### src/rtl/seven_segment_scanner_pkg.sv
// Shared definitions for the seven-segment scanner.
//  - SEG_TABLE: active-high {g,f,e,d,c,b,a} patterns for hex digits 0..F.
//  - segOff / segOn: map "all segments dark" and an active-high pattern onto
//    the board polarity selected by ACTIVE_LOW.
//  - clog2: width helper for the digit index and blank counter.
package seven_segment_scanner_pkg;

  localparam logic [6:0] SEG_TABLE [16] = '{
    7'h3F, 7'h06, 7'h5B, 7'h4F, 7'h66, 7'h6D, 7'h7D, 7'h07,
    7'h7F, 7'h6F, 7'h77, 7'h7C, 7'h39, 7'h5E, 7'h79, 7'h71
  };

  function automatic logic [6:0] segOff(input bit activeLow);
    return activeLow ? 7'h7F : 7'h00;
  endfunction

  function automatic logic [6:0] segOn(input logic [6:0] pattern, input bit activeLow);
    return activeLow ? ~pattern : pattern;
  endfunction

  // Smallest r with 2**r >= n (0 for n <= 1).
  function automatic int clog2(input int n);
    int r;
    r = 0;
    for (int i = 0; i < 31; i++) begin
      if ((1 << i) < n) r = i + 1;
    end
    return r;
  endfunction

endpackage

### src/rtl/seven_segment_scanner_hex.sv
// hex_to_seven_seg: combinational hex nibble to seven-segment decoder.
//  Nibble   in   4  hex value 0..F
//  Pattern  out  7  active-high {g,f,e,d,c,b,a}
module hex_to_seven_seg
  import seven_segment_scanner_pkg::*;
(
  input  logic [3:0] Nibble,
  output logic [6:0] Pattern
);

  assign Pattern = SEG_TABLE[Nibble];

endmodule

### src/rtl/seven_segment_scanner.sv
// seven_segment_scanner: multiplexed seven-segment display driver.
//  Steps one digit on every rising edge of ScanCLK (a slow strobe in the
//  InputCLK domain), gaps all anodes for BLANK_CYCLES after each step to avoid
//  ghosting, suppresses optional leading zeros and latches display data once
//  per frame so a scan never shows a half-updated value.
// Ports:
//  InputCLK           in   1         system clock
//  ResetN             in   1         synchronous active-low reset
//  ScanCLK            in   1         scan strobe, same clock domain
//  Value              in   4*DIGITS  hex nibbles, [3:0] = digit 0 (rightmost)
//  DotMask            in   DIGITS    1 = light that digit's decimal point
//  BlankLeadingZeros  in   1         1 = suppress leading zero digits
//  Anodes             out  DIGITS    one-hot digit enable, polarity per ACTIVE_LOW
//  Segments           out  7         {g,f,e,d,c,b,a}, polarity per ACTIVE_LOW
//  Dot                out  1         decimal point, polarity per ACTIVE_LOW
//  FrameDone          out  1         one-cycle pulse per digit-index wrap
// Handshake: there is no back-pressure. FrameDone is a plain strobe, high for
// exactly the one cycle after the edge that wrapped the index and reloaded the
// shadow registers; consumers must sample it every cycle.
module seven_segment_scanner
  import seven_segment_scanner_pkg::*;
#(
  parameter int DIGITS       = 8,
  parameter int BLANK_CYCLES = 4,
  parameter bit ACTIVE_LOW   = 1'b1
) (
  input  logic                  InputCLK,
  input  logic                  ResetN,
  input  logic                  ScanCLK,
  input  logic [4*DIGITS-1:0]   Value,
  input  logic [DIGITS-1:0]     DotMask,
  input  logic                  BlankLeadingZeros,
  output logic [DIGITS-1:0]     Anodes,
  output logic [6:0]            Segments,
  output logic                  Dot,
  output logic                  FrameDone
);

  localparam int IDX_W   = clog2(DIGITS);
  localparam int BLANK_W = (BLANK_CYCLES > 0) ? clog2(BLANK_CYCLES + 1) : 1;
  localparam logic [IDX_W-1:0]   LAST_IDX   = IDX_W'(DIGITS - 1);
  localparam logic [BLANK_W-1:0] BLANK_LOAD = BLANK_W'(BLANK_CYCLES);
  localparam logic [DIGITS-1:0]  ANODES_OFF = {DIGITS{ACTIVE_LOW}};

  logic                  scanPrev;
  logic                  step;
  logic                  wrap;
  logic [IDX_W-1:0]      digitIdx;
  logic [BLANK_W-1:0]    blankCnt;
  logic [4*DIGITS-1:0]   shadowValue;
  logic [DIGITS-1:0]     shadowDot;
  logic                  shadowBlank;
  // Clear until the first wrap after reset: the shadow registers hold no real
  // data yet, so the display stays dark instead of showing a spurious "0".
  logic                  shadowValid;

  logic [DIGITS-1:0]     leadBlank;
  logic                  zeroSoFar;
  logic [3:0]            curNibble;
  logic                  curDot;
  logic                  curLead;
  logic [DIGITS-1:0]     anodeOneHot;
  logic [6:0]            curPattern;
  logic                  lit;

  assign step = ScanCLK & ~scanPrev;
  assign wrap = step & (digitIdx == LAST_IDX);

  // Leading-zero mask: walk from the most significant digit down, a digit
  // blanks while everything from it upward is zero and it has no dot lit.
  // Digit 0 is never blanked so an all-zero value still reads "0".
  always_comb begin
    leadBlank   = '0;
    zeroSoFar   = 1'b1;
    curNibble   = 4'h0;
    curDot      = 1'b0;
    curLead     = 1'b0;
    anodeOneHot = '0;
    for (int i = DIGITS - 1; i >= 1; i--) begin
      zeroSoFar    = zeroSoFar & (shadowValue[i*4 +: 4] == 4'h0);
      leadBlank[i] = shadowBlank & zeroSoFar & ~shadowDot[i];
    end
    for (int i = 0; i < DIGITS; i++) begin
      if (digitIdx == IDX_W'(i)) begin
        curNibble      = shadowValue[i*4 +: 4];
        curDot         = shadowDot[i];
        curLead        = leadBlank[i];
        anodeOneHot[i] = 1'b1;
      end
    end
  end

  assign lit = shadowValid & (blankCnt == '0) & ~curLead;

  hex_to_seven_seg u_decoder (
    .Nibble  (curNibble),
    .Pattern (curPattern)
  );

  always_ff @(posedge InputCLK) begin
    if (!ResetN) begin
      scanPrev    <= 1'b1;
      digitIdx    <= LAST_IDX;
      blankCnt    <= '0;
      shadowValue <= '0;
      shadowDot   <= '0;
      shadowBlank <= 1'b0;
      shadowValid <= 1'b0;
      Anodes      <= ANODES_OFF;
      Segments    <= segOff(ACTIVE_LOW);
      Dot         <= ACTIVE_LOW;
      FrameDone   <= 1'b0;
    end else begin
      scanPrev  <= ScanCLK;
      FrameDone <= wrap;

      // A new step restarts the anti-ghost gap even if it is still running.
      if (step) begin
        digitIdx <= (digitIdx == LAST_IDX) ? '0 : digitIdx + IDX_W'(1);
        blankCnt <= BLANK_LOAD;
      end else if (blankCnt != '0) begin
        blankCnt <= blankCnt - BLANK_W'(1);
      end

      if (wrap) begin
        shadowValue <= Value;
        shadowDot   <= DotMask;
        shadowBlank <= BlankLeadingZeros;
        shadowValid <= 1'b1;
      end

      Anodes   <= lit ? (anodeOneHot ^ ANODES_OFF) : ANODES_OFF;
      Segments <= lit ? segOn(curPattern, ACTIVE_LOW) : segOff(ACTIVE_LOW);
      Dot      <= (lit & curDot) ^ ACTIVE_LOW;
    end
  end

endmodule

### config.mk
export PLATFORM = sky130hd
export DESIGN_NAME = seven_segment_scanner
export DESIGN_NICKNAME = d
export VERILOG_FILES = /design/src/rtl/seven_segment_scanner_pkg.sv /design/src/rtl/seven_segment_scanner_hex.sv /design/src/rtl/seven_segment_scanner.sv
export SDC_FILE = /design/constraint.sdc
export NUM_CORES = 1
export LEC_CHECK = 0
export CELL_PAD_IN_SITES_DETAIL_PLACEMENT = 0
export CELL_PAD_IN_SITES_GLOBAL_PLACEMENT = 2
export CORE_ASPECT_RATIO = 1.75
export CORE_UTILIZATION = 31
export CTS_CLUSTER_DIAMETER = 100
export DETAILED_ROUTE_END_ITERATION = 7
export GPL_TIMING_DRIVEN = 0
export PLACE_DENSITY_LB_ADDON = 0.05
export SYNTH_ARGS = -nofsm -noshare
export SYNTH_HDL_FRONTEND = slang
export SYNTH_SLANG_ARGS = --single-unit
### constraint.sdc
create_clock -name InputCLK -period 3.75 [get_ports InputCLK]
set_clock_uncertainty 0.05 [all_clocks]
set_input_delay 0.9375 -clock InputCLK [delete_from_list [all_inputs] [get_ports InputCLK]]
set_output_delay 0.9375 -clock InputCLK [all_outputs]
set_load 0.02 [all_outputs]
==> flow_summary.yaml <==
synth:
  syn_nets: 440
  syn_area_um2: 3250
  synth_top_area_cell: "dfxtp_1"
  yosysTopAreaCellShare_pct: 40.6
  synthTopCellsByArea: "dfxtp_1, nand2_1, a21boi_0"
  synth.distinct_cells: 57
  ys_seq_elements: 66
  async_flop_share_pct: 0
  yosysSeqAreaShare_pct: 40.6
  synth_ff_type: "dfxtp_1"
  netlist_instances: 381
  yosysWarnings: 0
  avgSynthCellArea_um2: 8.54
  synth_edf_count: 0
clock_tree:
  cts_buffer_depth: 2
  numClockSinks: 66
  htreeDepth: 3
  clk-insertion-delay-late_ns: 0.33
  clkTransAtPathRegs_ns: 0.05
  cts_tree: "yes"
  ctsHoldBuffers: 0
  postCtsSetupBuffers: 0
  cts_buffers: 9
  cts_resized: 0
  cts-root-buf: "clkbuf_16"
global_route:
  grt_overflow: 0
  grt_max_degree: 11
  grt_pass1_vias: 2810
  grt_antenna_before_repair: 0
  grt_use_total_pct: 18.2
  grt_pass1_wl_um: 14600
power_and_ir_drop:
  comb_power_share_pct: 16.9
  ir_drop_mv: 0.231
  switchingPower_uw: 487
  p_int_uw: 1410
  seq_power_share_pct: 39.9
  p_per_area_nw_per_um2: 442
  swShare_pct: 25.6
  clkPwrFrac_pct: 43.3
  power_leakage_uw: 0.00159
routing:
  vias_per_cell: 4.80
  wl_per_cell_um: 15.4
  drc_errors: 0
  ant_nets: 0
  drt-initial-drc-count: 68
  routed_wl_um: 9010
  drt_pass1_iterations: 4
  num_vias: 2800
floorplan:
  start_util_pct: 31.8
  die_h_um: 138
  die_area_um2: 10900
  row_count: 49
  core_um2: 10200
  io_pins: 61
  die_w_um: 79.5
timing:
  setup-violations-final: 0
  tns_ns: 0
  tightestPinTransition_ns: 0.548
  relSlewSlack_pct: 63.3
  rsz0062_at_grt: "false"
  min_period_over_period_pct: 84.5
  max_freq_mhz: 316
  layout_min_cycle_time_ns: 3.17
  hold_violations: 0
  slew_violations: 0
setup_path:
  crit_path_end_kind: "flip-flop"
  critical_path_required_ns: 3.93
  cp-start-kind: "flip-flop"
  critPathKind: "reg2reg"
  arrival_ns: 3.34
  crit_fanout: 10
place:
  dp_hpwl_um: 6960
  place_congestion: 0.749
  io_buffers: 60
  place_inst: 568
finish:
  fin_cells: 583
  finish.utilization_pct: 42.0
  drive_above_1_share_pct: 8.99
  fin_nets: 511
  syn_to_final_growth_pct: 32.1
  num_antenna_cells: 0
status:
  status: "finished, final reports clean"
worst_hold_path:
  hold_path_class: "reg2reg"
job:
  cap_viol_max_count: 0
==> path summary, 6_finish.rpt <==
| check | endpoint | startpoint | slack (ns) | depth (start not counted) |
|---|---|---|---|---|
| setup reg to reg | Segments[3] | digitIdx[2] | 0.58 | 14 |
| setup / recovery | Segments[3] | digitIdx[2] | 0.58 | 14 |
| hold reg to reg | shadowDot[0] | shadowDot[0] | 0.42 | 2 |
| hold / removal | shadowDot[0] | shadowDot[0] | 0.42 | 2 |
==> cells by family after synthesis <==
kind of cell    Yosys count  share of synthesized area [%]
compound gates           95                           22.6
simple gates            154                           21.5
fa+ha+maj                15                           5.77
xor+xnor                  1                          0.269
buf+inv                  41                           6.31
flops                    66                           40.6
mux                       9                           2.92
==> synthesized netlist by cell type (all sizes together), types with 2 or more instances <==
| library cell | n |
|---|---|
| nor2b | 4 |
| o221ai | 3 |
| a22o | 3 |
| and3 | 3 |
| dfxtp | 66 |
| clkbuf | 15 |
| buf | 9 |
| nand2b | 4 |
| o22ai | 3 |
| nand3b | 2 |
| or4 | 2 |
| a21boi | 43 |
| o21a | 3 |
| mux2i | 5 |
| nor2 | 8 |
| a21oi | 16 |
| mux2 | 4 |
| inv | 17 |
| or3 | 2 |
| ha | 15 |
| nand2 | 106 |
| a221oi | 2 |
| o32ai | 2 |
| nand3 | 7 |
| nor3 | 5 |
| nor4 | 5 |
| o211ai | 6 |
| o21ai | 6 |
==> flip-flops by register name, summed over array words and instances (netlist names) <==
name and count:
shadowBlank 1, shadowValue 32, Dot 1, Segments 7, digitIdx 3, shadowValid 1, shadowDot 8, Anodes 8
FrameDone 1, blankCnt 3, scanPrev 1
==> through the flow <==
stage / setup WS, ns / total power (uW) / hold WS [ns] / cell area [um2]
6_report: 0.583 / 1900 / 0.423 / 4300
3_5_place_dp: 0.583 / 1100 / 0.404 / 4010
5_1_grt: 0.327 / 2010 / 0.447 / 4300
2_1_floorplan: 1.05 / 977 / 0.385 / 3250
4_1_cts: 0.574 / 1930 / 0.425 / 4300
3_3_place_gp: 0.587 / 1090 / 0.399 / 4010
==> cell type report <==
class / count / area (um2)
well taps: 127 / 159
fillers: 1083 / 5940
multi-input cells: 274 / 1730
flip-flops and latches: 66 / 1320
clock inverters: 3 / 40.0
inverters: 17 / 63.8
repair buffers: 60 / 601
clock buffers: 12 / 246
plain buffers: 24 / 141
==> power groups by stage <==
stage / Sequential [uW] / Clock (uW) / Combinational [uW]
floorplan: 771 / 0 / 206
detailed placement: 773 / 0 / 325
global placement: 772 / 0 / 319
global route: 761 / 891 / 360
finish: 758 / 822 / 320
CTS: 758 / 848 / 327
==> critical path, stage by stage, from the launching register on <==
cell	delay, ns
dfxtp_1	0.44
buf_6	0.18
inv_1	0.13
ha_1	0.25
buf_6	0.14
or2_1	0.22
buf_6	0.14
nor3_1	0.21
o22ai_1	0.15
a2bb2oi_2	0.28
inv_1	0.15
ha_1	0.33
mux2i_1	0.17
mux2_2	0.17
nand2_1	0.04
==> placed cells by master, fill, tap and decap left out, types with 5 or more instances in the layout <==
| master | n |
|---|---|
| nand2_1 | 106 |
| dfxtp_1 | 66 |
| clkdlybuf4s50_1 | 60 |
| a21boi_0 | 37 |
| inv_1 | 17 |
| clkbuf_1 | 17 |
| ha_1 | 15 |
| a21oi_1 | 14 |
| clkbuf_16 | 9 |
| nor2_1 | 8 |
| buf_6 | 6 |
| a21boi_1 | 6 |
| nor3_1 | 5 |
| nand3_1 | 5 |
| mux2i_1 | 5 |
==> routing by layer <==
layer | up-vias | GRT usage (%) | share of wire [%]
li1 | 1442 | - | -
met1 | 1303 | 19.2 | 40
met2 | 46 | 34.0 | 55
met3 | 9 | 4.11 | 3.0
met4 | 0 | 7.58 | 1.5
met5 | - | 0 | 0
(Power assumes the default switching activity.)
